[config.mk]
export PLATFORM = sky130hd
export DESIGN_NAME = panel_pago
export DESIGN_NICKNAME = d
export VERILOG_FILES = /design/src/rtl/panel_pago_pkg.sv /design/src/rtl/panel_pago_antirrebote.sv /design/src/rtl/panel_pago.sv
export SDC_FILE = /design/constraint.sdc
export NUM_CORES = 1
export LEC_CHECK = 0
export ABC_AREA = 1
export ABC_CLOCK_PERIOD_IN_PS = 1200
export CAP_MARGIN = 20
export CORE_AREA = 2 2 72 57
export CTS_CLUSTER_SIZE = 24
export DETAILED_ROUTE_END_ITERATION = 8
export DIE_AREA = 0 0 74 59
export SYNTH_ARGS = -nofsm -noshare
export SYNTH_HDL_FRONTEND = slang
export SYNTH_HIERARCHICAL = 1
export SYNTH_SLANG_ARGS = --single-unit
[constraint.sdc]
create_clock -name clk -period 1.2 [get_ports clk]
set_input_delay 0.12 -clock clk [delete_from_list [all_inputs] [get_ports clk]]
set_output_delay 0.12 -clock clk [all_outputs]
set_load 0.01 [all_outputs]
[src/rtl/panel_pago_pkg.sv]
// panel_pago_pkg: shared state encoding, parameter defaults and service costs for the payment panel
package panel_pago_pkg;
    typedef enum logic [1:0] {IDLE, COBRO, FINAL, LIMPIAR} estado_t;
    localparam int DEF_DEBOUNCE_CYC = 4;
    localparam int DEF_MAX_CREDITO  = 15;
    localparam int DEF_HOLD_CYC     = 6;
    localparam int COSTE_CORTO      = 3;
    localparam int COSTE_NORMAL     = 4;
    localparam int COSTE_LARGO      = 9;
    function automatic logic [4:0] coste_servicio(input logic [1:0] sel);
        return (sel == 2'd0) ? 5'(COSTE_CORTO) : (sel == 2'd1) ? 5'(COSTE_NORMAL) : 5'(COSTE_LARGO);
    endfunction
endpackage

[src/rtl/panel_pago_antirrebote.sv]
// panel_pago_antirrebote: 2-flop synchronizer, debounce counter and registered rising-edge event
module panel_pago_antirrebote
    import panel_pago_pkg::*;
#(
    parameter int DEBOUNCE_CYC = DEF_DEBOUNCE_CYC
) (
    input  logic clk,
    input  logic RESET_N,
    input  logic entrada,
    output logic evento
);
    logic sync1, sync2, nivel, nivel_d, cambia, listo;
    logic [3:0] cnt;
    assign cambia = sync2 != nivel;
    assign listo  = cnt == 4'(DEBOUNCE_CYC - 1);
    always_ff @(posedge clk or negedge RESET_N) begin
        if (!RESET_N) begin
            sync1   <= 1'b0;
            sync2   <= 1'b0;
            cnt     <= 4'd0;
            nivel   <= 1'b0;
            nivel_d <= 1'b0;
            evento  <= 1'b0;
        end else begin
            sync1   <= entrada;
            sync2   <= sync1;
            cnt     <= (cambia && !listo) ? cnt + 4'd1 : 4'd0;
            nivel   <= (cambia && listo) ? sync2 : nivel;
            nivel_d <= nivel;
            evento  <= nivel & ~nivel_d;
        end
    end
endmodule

[src/rtl/panel_pago.sv]
// panel_pago: conditions coin/finish inputs and runs the credit FSM that drives the washer controller
module panel_pago
    import panel_pago_pkg::*;
#(
    parameter int DEBOUNCE_CYC = DEF_DEBOUNCE_CYC,
    parameter int MAX_CREDITO  = DEF_MAX_CREDITO,
    parameter int HOLD_CYC     = DEF_HOLD_CYC
) (
    input  logic       clk,
    input  logic       RESET_N,
    input  logic       SENSOR_MONEDA,
    input  logic       BOTON_FINALIZAR,
    output logic       INTRO_MONEDA,
    output logic       FINALIZAR_PAGO,
    output logic       RESET,
    output logic       RECHAZO,
    output logic [4:0] CREDITO,
    output logic       OCUPADO
);
    estado_t estado, estado_sig;
    logic ev_moneda, ev_boton, pendiente, abierto, acepta;
    logic [7:0] hold_cnt;
    panel_pago_antirrebote #(.DEBOUNCE_CYC(DEBOUNCE_CYC)) u_moneda (
        .clk(clk), .RESET_N(RESET_N), .entrada(SENSOR_MONEDA), .evento(ev_moneda)
    );
    panel_pago_antirrebote #(.DEBOUNCE_CYC(DEBOUNCE_CYC)) u_boton (
        .clk(clk), .RESET_N(RESET_N), .entrada(BOTON_FINALIZAR), .evento(ev_boton)
    );
    assign abierto = (estado == IDLE) || (estado == COBRO);
    // a pending finish locks out further coins so INTRO_MONEDA can never overlap FINAL
    assign acepta  = ev_moneda && abierto && !pendiente && (CREDITO < 5'(MAX_CREDITO));
    always_ff @(posedge clk or negedge RESET_N) begin
        if (!RESET_N) estado <= IDLE;
        else          estado <= estado_sig;
    end
    always_comb begin
        estado_sig = abierto ? ((pendiente || (ev_boton && !ev_moneda)) ? FINAL : acepta ? COBRO : estado)
                   : (estado == FINAL) ? ((hold_cnt == 8'(HOLD_CYC - 1)) ? LIMPIAR : FINAL)
                   : IDLE;
    end
    always_ff @(posedge clk or negedge RESET_N) begin
        if (!RESET_N) begin
            pendiente    <= 1'b0;
            hold_cnt     <= 8'd0;
            CREDITO      <= 5'd0;
            INTRO_MONEDA <= 1'b0;
            RECHAZO      <= 1'b0;
        end else begin
            pendiente    <= abierto && !pendiente && ev_boton && ev_moneda;
            hold_cnt     <= (estado == FINAL) ? hold_cnt + 8'd1 : 8'd0;
            CREDITO      <= (estado == LIMPIAR) ? 5'd0 : acepta ? CREDITO + 5'd1 : CREDITO;
            INTRO_MONEDA <= acepta;
            RECHAZO      <= ev_moneda && !acepta;
        end
    end
    always_comb begin
        FINALIZAR_PAGO = estado == FINAL;
        RESET          = estado == LIMPIAR;
        OCUPADO        = (estado == FINAL) || (estado == LIMPIAR);
    end
endmodule
=== Word-level counts from Yosys, hierarchy flattened ===
Cells that the tools add are included.

* Bits in writable memories: 0
* Register bits after elaboration: 36
* ROM bits: 0
* Latch bits: 0
* Memories kept: 0
* Logic and storage cells: 68
* Input port bits: 4
* Output and inout port bits: 10

* Muxes and demuxes: 10
* Div/mod/pow operators: 0
* Shifts and indexed selects: 0
* $mul: 0
* Magnitude comparators: 1
* Reductions and logical operators: 22
* Add/sub/neg operators: 4
* Bitwise gates (word level): 4
* Equal/unequal tests: 9

{| class="wikitable"
|+ Operators by type and width
! operator !! count
|-
| 1-bit logical AND || 12
|-
| 5-bit 2-to-1 mux || 2
|-
| 4-bit by 1-bit adder with 4-bit output (second input constant) || 2
|-
| 8-bit by 1-bit adder with 8-bit output (second input constant) || 1
|-
| 4-bit by 2-bit equality test with 1-bit output (second input constant) || 2
|-
| 8-bit by 3-bit equality test with 1-bit output (second input constant) || 1
|-
| 2-bit 2-to-1 mux || 4
|-
| 4-bit 2-to-1 mux || 2
|-
| 8-bit 2-to-1 mux || 1
|-
| 5-bit by 1-bit adder with 5-bit output (second input constant) || 1
|-
| 1-bit zero test || 5
|-
| 5-bit by 4-bit < comparator with 1-bit output (second input constant) || 1
|-
| 2-bit equality test (second input constant) || 2
|-
| 1-bit logical OR || 3
|-
| 3-bit by 1-bit != test with 1-bit output (second input constant) || 1
|-
| 1-bit bitwise AND || 2
|-
| 2-bit by 1-bit equality test with 1-bit output (second input constant) || 1
|-
| 2-bit zero test || 1
|-
| 1-bit != test || 2
|-
| 1-bit inverter || 2
|-
| 2-bit nonzero test || 1
|-
| 1-bit 2-to-1 mux || 1
|}

=== Logic depth before layout (Yosys ltp) ===
* Word-level depth: 8
* Depth in mapped cells: 8
* Mapped depth without buffers: 8

=== Cells and area by module ===
Netlist, hierarchy kept.

{| class="wikitable"
|+ By module, submodules not included
! module !! area an instance (µm²) !! instances !! cells each !! seq. area each (µm²)
|-
| panel_pago || 912.1 || 1 || 114 || 450.4
|-
| panel_pago_antirrebote || 345.3 || 2 || 32 || 225.2
|}

=== Worst setup path before layout ===
OpenSTA, ideal clock, no wires.

* Kind: register -> register
* Start: reg hold_cnt[0]
* End: reg hold_cnt[6]
* Data arrival time: 965 ps
* Buffers on the path: 0
* Period minus slack after synthesis: 1084 ps
* Required time: 1081 ps
* Library setup time: 119 ps
* Cell stages (with the launch flop): 7
* Setup slack: 116 ps
* Cells stage by stage: dfrtp_1 -> ha_1 -> nand2_1 -> nor2_1 -> nand4_1 -> nand2_1 -> nor2_1

* Word-level cells in the longest chain between the ends: 2

{| class="wikitable"
|+ RTL lines
! element !! RTL line !! text
|-
| start: declaration || panel_pago.sv:22 || <nowiki>logic [7:0] hold_cnt;</nowiki>
|-
| start signal: assignment || panel_pago.sv:50 || <nowiki>hold_cnt <= (estado == FINAL) ? hold_cnt + 8'd1 : 8'd0;</nowiki>
|-
| 8-bit by 1-bit adder with 8-bit output || panel_pago.sv:50 ||
|-
| 8-bit 2-to-1 mux || panel_pago.sv:50 ||
|}

No other way between the ends.
A chain may end at the register's enable or synchronous reset.

=== Worst setup path in the final report ===
* Start: reg estado[1]
* End: reg CREDITO[0]

* Word-level cells in the longest chain between the ends: 6
* Elaborated cells between the ends (all ways): 9
* Classes of those cells: eq/ne (2); mux (1); reduce/logical (6)

{| class="wikitable"
|+ RTL lines
! element !! RTL line !! text
|-
| start: declaration || panel_pago.sv:20 || <nowiki>estado_t estado, estado_sig;</nowiki>
|-
| start signal: assignment || panel_pago.sv:34 || <nowiki>else estado <= estado_sig;</nowiki>
|-
| 2-bit by 1-bit equality test with 1-bit output / 2-bit zero test (equally long branches) || panel_pago.sv:29 || <nowiki>assign abierto = (estado == IDLE) || (estado == COBRO);</nowiki>
|-
| 1-bit logical OR * || panel_pago.sv:29 ||
|-
| 1-bit logical AND * (3 in a row) || panel_pago.sv:31 || <nowiki>assign acepta = ev_moneda && abierto && !pendiente && (CREDITO < 5'(MAX_CREDITO));</nowiki>
|-
| via acepta || panel_pago.sv:21 || <nowiki>logic ev_moneda, ev_boton, pendiente, abierto, acepta;</nowiki>
|-
| 2-bit nonzero test (no line) * || n/a ||
|-
| end signal: assignment || panel_pago.sv:51 || <nowiki>CREDITO <= (estado == LIMPIAR) ? 5'd0 : acepta ? CREDITO + 5'd1 : CREDITO;</nowiki>
|-
| end: declaration || panel_pago.sv:17 || <nowiki>output logic [4:0] CREDITO,</nowiki>
|}

The timed path passes the listed nets; every way through them passes the cells marked *.

==> summary.md <==
| Metric | Value |
|---|---|
| Run status | finished clean |
| Final Non-Filler Cells | approximately 260 |
| Die Footprint | 0.00437 mm2 |
| Final-report setup violation count | 0 |
| Largest net degree at the start of global routing | 37 |
| Slew Viols, Final | 0 |
| Synthesized area per cell | 9.00 um2 |
| Tcrit/Tclk final | 98.4% |
| Fraction of layout instances using a drive strength above 1 | 20.3% |
| Distinct cells, synth | 20 |
| Pwr dens | 2100 mW/mm2 |
| Maximum buffer depth of the clock tree | 2 |
| Setup crit end kind | flop |
| Mux share of post-synthesis cell area | 0% |
| CTS H-tree lvls | 2 |
| WP data arrival | 1370 ps |
| Adder-cell share of the synthesized area | 3.90% |
| Sequential area share after synthesis | 56.2% |
| CTS tree | done |
| Area Growth Syn to Fin | 24.9% |
| CP cell instances | buf_6, nor2_4, nand3_4, nor2_4, nand2_1, nand2_1, inv_1 |
| Tightest Pin Transition | between 200 and 250 ps |
| Critical Path Source Type | flop |
| Initial antenna violation count | 0 |
| Max-cap check violation count | 0 |
| Reg2reg setup slack | 20 ps |
| Placed cell area | 0.00184 mm2 |
| Hold-fix buffers, CTS | 0 |
| Wire per inst | roughly 10 um |
| Leak pwr | 1.04 nW |
| Rel. slew slack | a little over four fifths |
| GPL Wtd Cong | roughly 0.87 |
| I/O pins | 14 |
| Vias | 1,178 |
| Syn nets | 187 |
| FMAX | about 850 MHz |
| Final WL | approximately 2.6 mm |
| Most common cell after layout, fill and taps aside | dfrtp_1 |
| Worst Path Required | 1390 ps |
| Clk_lat worst skew | 280 ps |
| Post-Synth XOR/XNOR Area | about 1.6% |
| Yosys warnings | 6 |
| Port-buffer cells | 13 |
| R2R depth | 7 |
| N_diodes | 0 |
| WS Path Type | flop to flop |
| Unrepaired setup endpoints after global routing | true |
| Rows | 19 |
| CTS buffer count | 5 |
| Remaining DRCs | 0 |
| Commonest non-fill, non-tap cells in the layout | 36 x dfrtp_1, 35 x nand2_1, 29 x inv_1 |
| Compound-gate portion of the synthesized area | 4.14% |
| Die X-Extent | about 74 um |
| Crit path max-delay cell type | dfrtp_1 |
| Die height | ~59 um |
| Max incr delay on CP | 410 ps |
| Post-Syn Area | 0.00160 mm2 |
| Placeable Area | 0.00359 mm2 |
| Vias in the first global route | 1,105 |
| DR pass1 iterations | 4 |
| Post-route ant nets | 0 |
| Number of nets in the layout | 215 |
| Reg-to-reg endpoint | CREDITO[0] |
| Congestion Overflow GR | 0 |
| Yosys reg bits | 36 |
| Largest family of logic cells by synthesized area | simple AND/OR/NAND/NOR gates |
| Worst r2r src | estado[1] |
| Fin area | roughly 0.0020 mm2 |
| Initial core utilization | 44.6% |
| Tmin final | 1180 ps |
| Peak VDD IR | 0.00134 V |
| Gr usage total | between 10 and 15% |
| Gate Count Post-Synth | 178 |
| Synth Area in Simple Gates | 26.8% |
| DR vias/cell | ~4.5 |
| Clk Tree Root Cell | clkbuf_8 |
| Placed instance count | 246 |
| Clock transition at path regs | roughly 70 ps |
| Clock skew | ~3.8 ps |
| Final Hold Fails | 0 |
| Worst-path maximum fanout | 6 |
| First-pass GRT wire length | 4.69 mm |
| CTS sink cnt | 36 |
| Initial DRC count | 61 |
| Estimated wirelength of the detail-placed design | 1.89 mm |
| Worst hold path type | input port to asynchronous set/reset pin |
[critical path, delay by kind of cell (launching register included)]
family	cells	cell delay (ps)
buffers and inverters	2	170
and+or+nand+nor	5	510
DFF	1	410
[repair_timing]
action                                  4_1_cts  5_1_grt
pin swaps                                     5        4
setup buffers                                 3        2
gates resized for setup                      21        9
endpoints found under the setup margin       15        9
[worst max-delay path by stage]
| stage | startpoint | to | slack, ps | cells after the start |
|---|---|---|---|---|
| 6_report | estado[1] | CREDITO[0] | 20 | 7 |
| 5_1_grt | estado[1] | CREDITO[1] | -50 | 7 |
| 3_5_place_dp | estado[1] | CREDITO[2] | -50 | 7 |
| 4_1_cts | estado[1] | CREDITO[2] | 2 | 7 |
| 3_3_place_gp | estado[1] | CREDITO[2] | -2 | 7 |
| 2_1_floorplan | hold_cnt[0] | hold_cnt[6] | 120 | 6 |
[cell type report]
| cell class | count | area, um2 |
|---|---|---|
| Fill cell | 321 | 1590 |
| Sequential cell | 36 | 901 |
| Multi-Input combinational cell | 111 | 618 |
| Timing Repair Buffer | 23 | 198 |
| Inverter | 29 | 109 |
| Clock buffer | 5 | 68.8 |
| Tap cell | 52 | 65.1 |
| Clock inverter | 3 | 42.5 |
[sequential cells by signal, indices dropped and copies added, names as in the netlist, 2 cells and up]
register	count
estado	2
CREDITO	5
u_boton/cnt	4
hold_cnt	8
u_moneda/cnt	4
[metal layers]
metal	global-route usage (%)	vias up	share of wire (%)
met1	19.2	548	47
met5	0	-	0
met2	21.4	25	45
met4	8.31	0	2.1
li1	-	598	-
met3	4.76	7	5.4
[synthesized netlist by cell type, drive strengths merged]
cell | count | area (um2)
xnor2 | 2 | 17.5
clkbuf | 2 | 8.75
nand4 | 4 | 25.0
a21oi | 6 | 30.0
nand2 | 42 | 178
xor2 | 1 | 8.76
o21ai | 6 | 30.0
ha | 5 | 62.6
inv | 29 | 109
nand3 | 11 | 67.6
a31oi | 1 | 6.26
nor2 | 33 | 159
dfrtp | 36 | 901
[logic make-up (layout without fill, tap and decap cells)]
kind of cell / count (synthesis) / after routing
simple gates: 90 / 90
flops: 36 / 36
buf+inv: 31 / 60
compound gates: 13 / 13
fa+ha+maj: 5 / 5
xor+xnor: 3 / 3
[stage by stage]
step	worst slack [ps]	utilization, %	TNS, ps	hold WS [ps]	power (W)
final	19.4	55.8	0	195	0.00419
after global routing	-51.3	55.8	-186	221	0.00455
after CTS	2.01	54.8	0	199	0.00418
after detailed placement	-46.1	51.2	-125	340	0.00316
after global placement	-2.27	51.2	-2.57	334	0.00312
after floorplan	116	-	0	-176	0.00259
[power by group]
part	leakage (nW)	internal, W	switching [W]
logic	0.511	0.000621	0.000769
registers	0.473	0.00152	0.000241
clock network	0.0541	0.000614	0.000433
No activity file was read; power rests on OpenSTA's default activity.
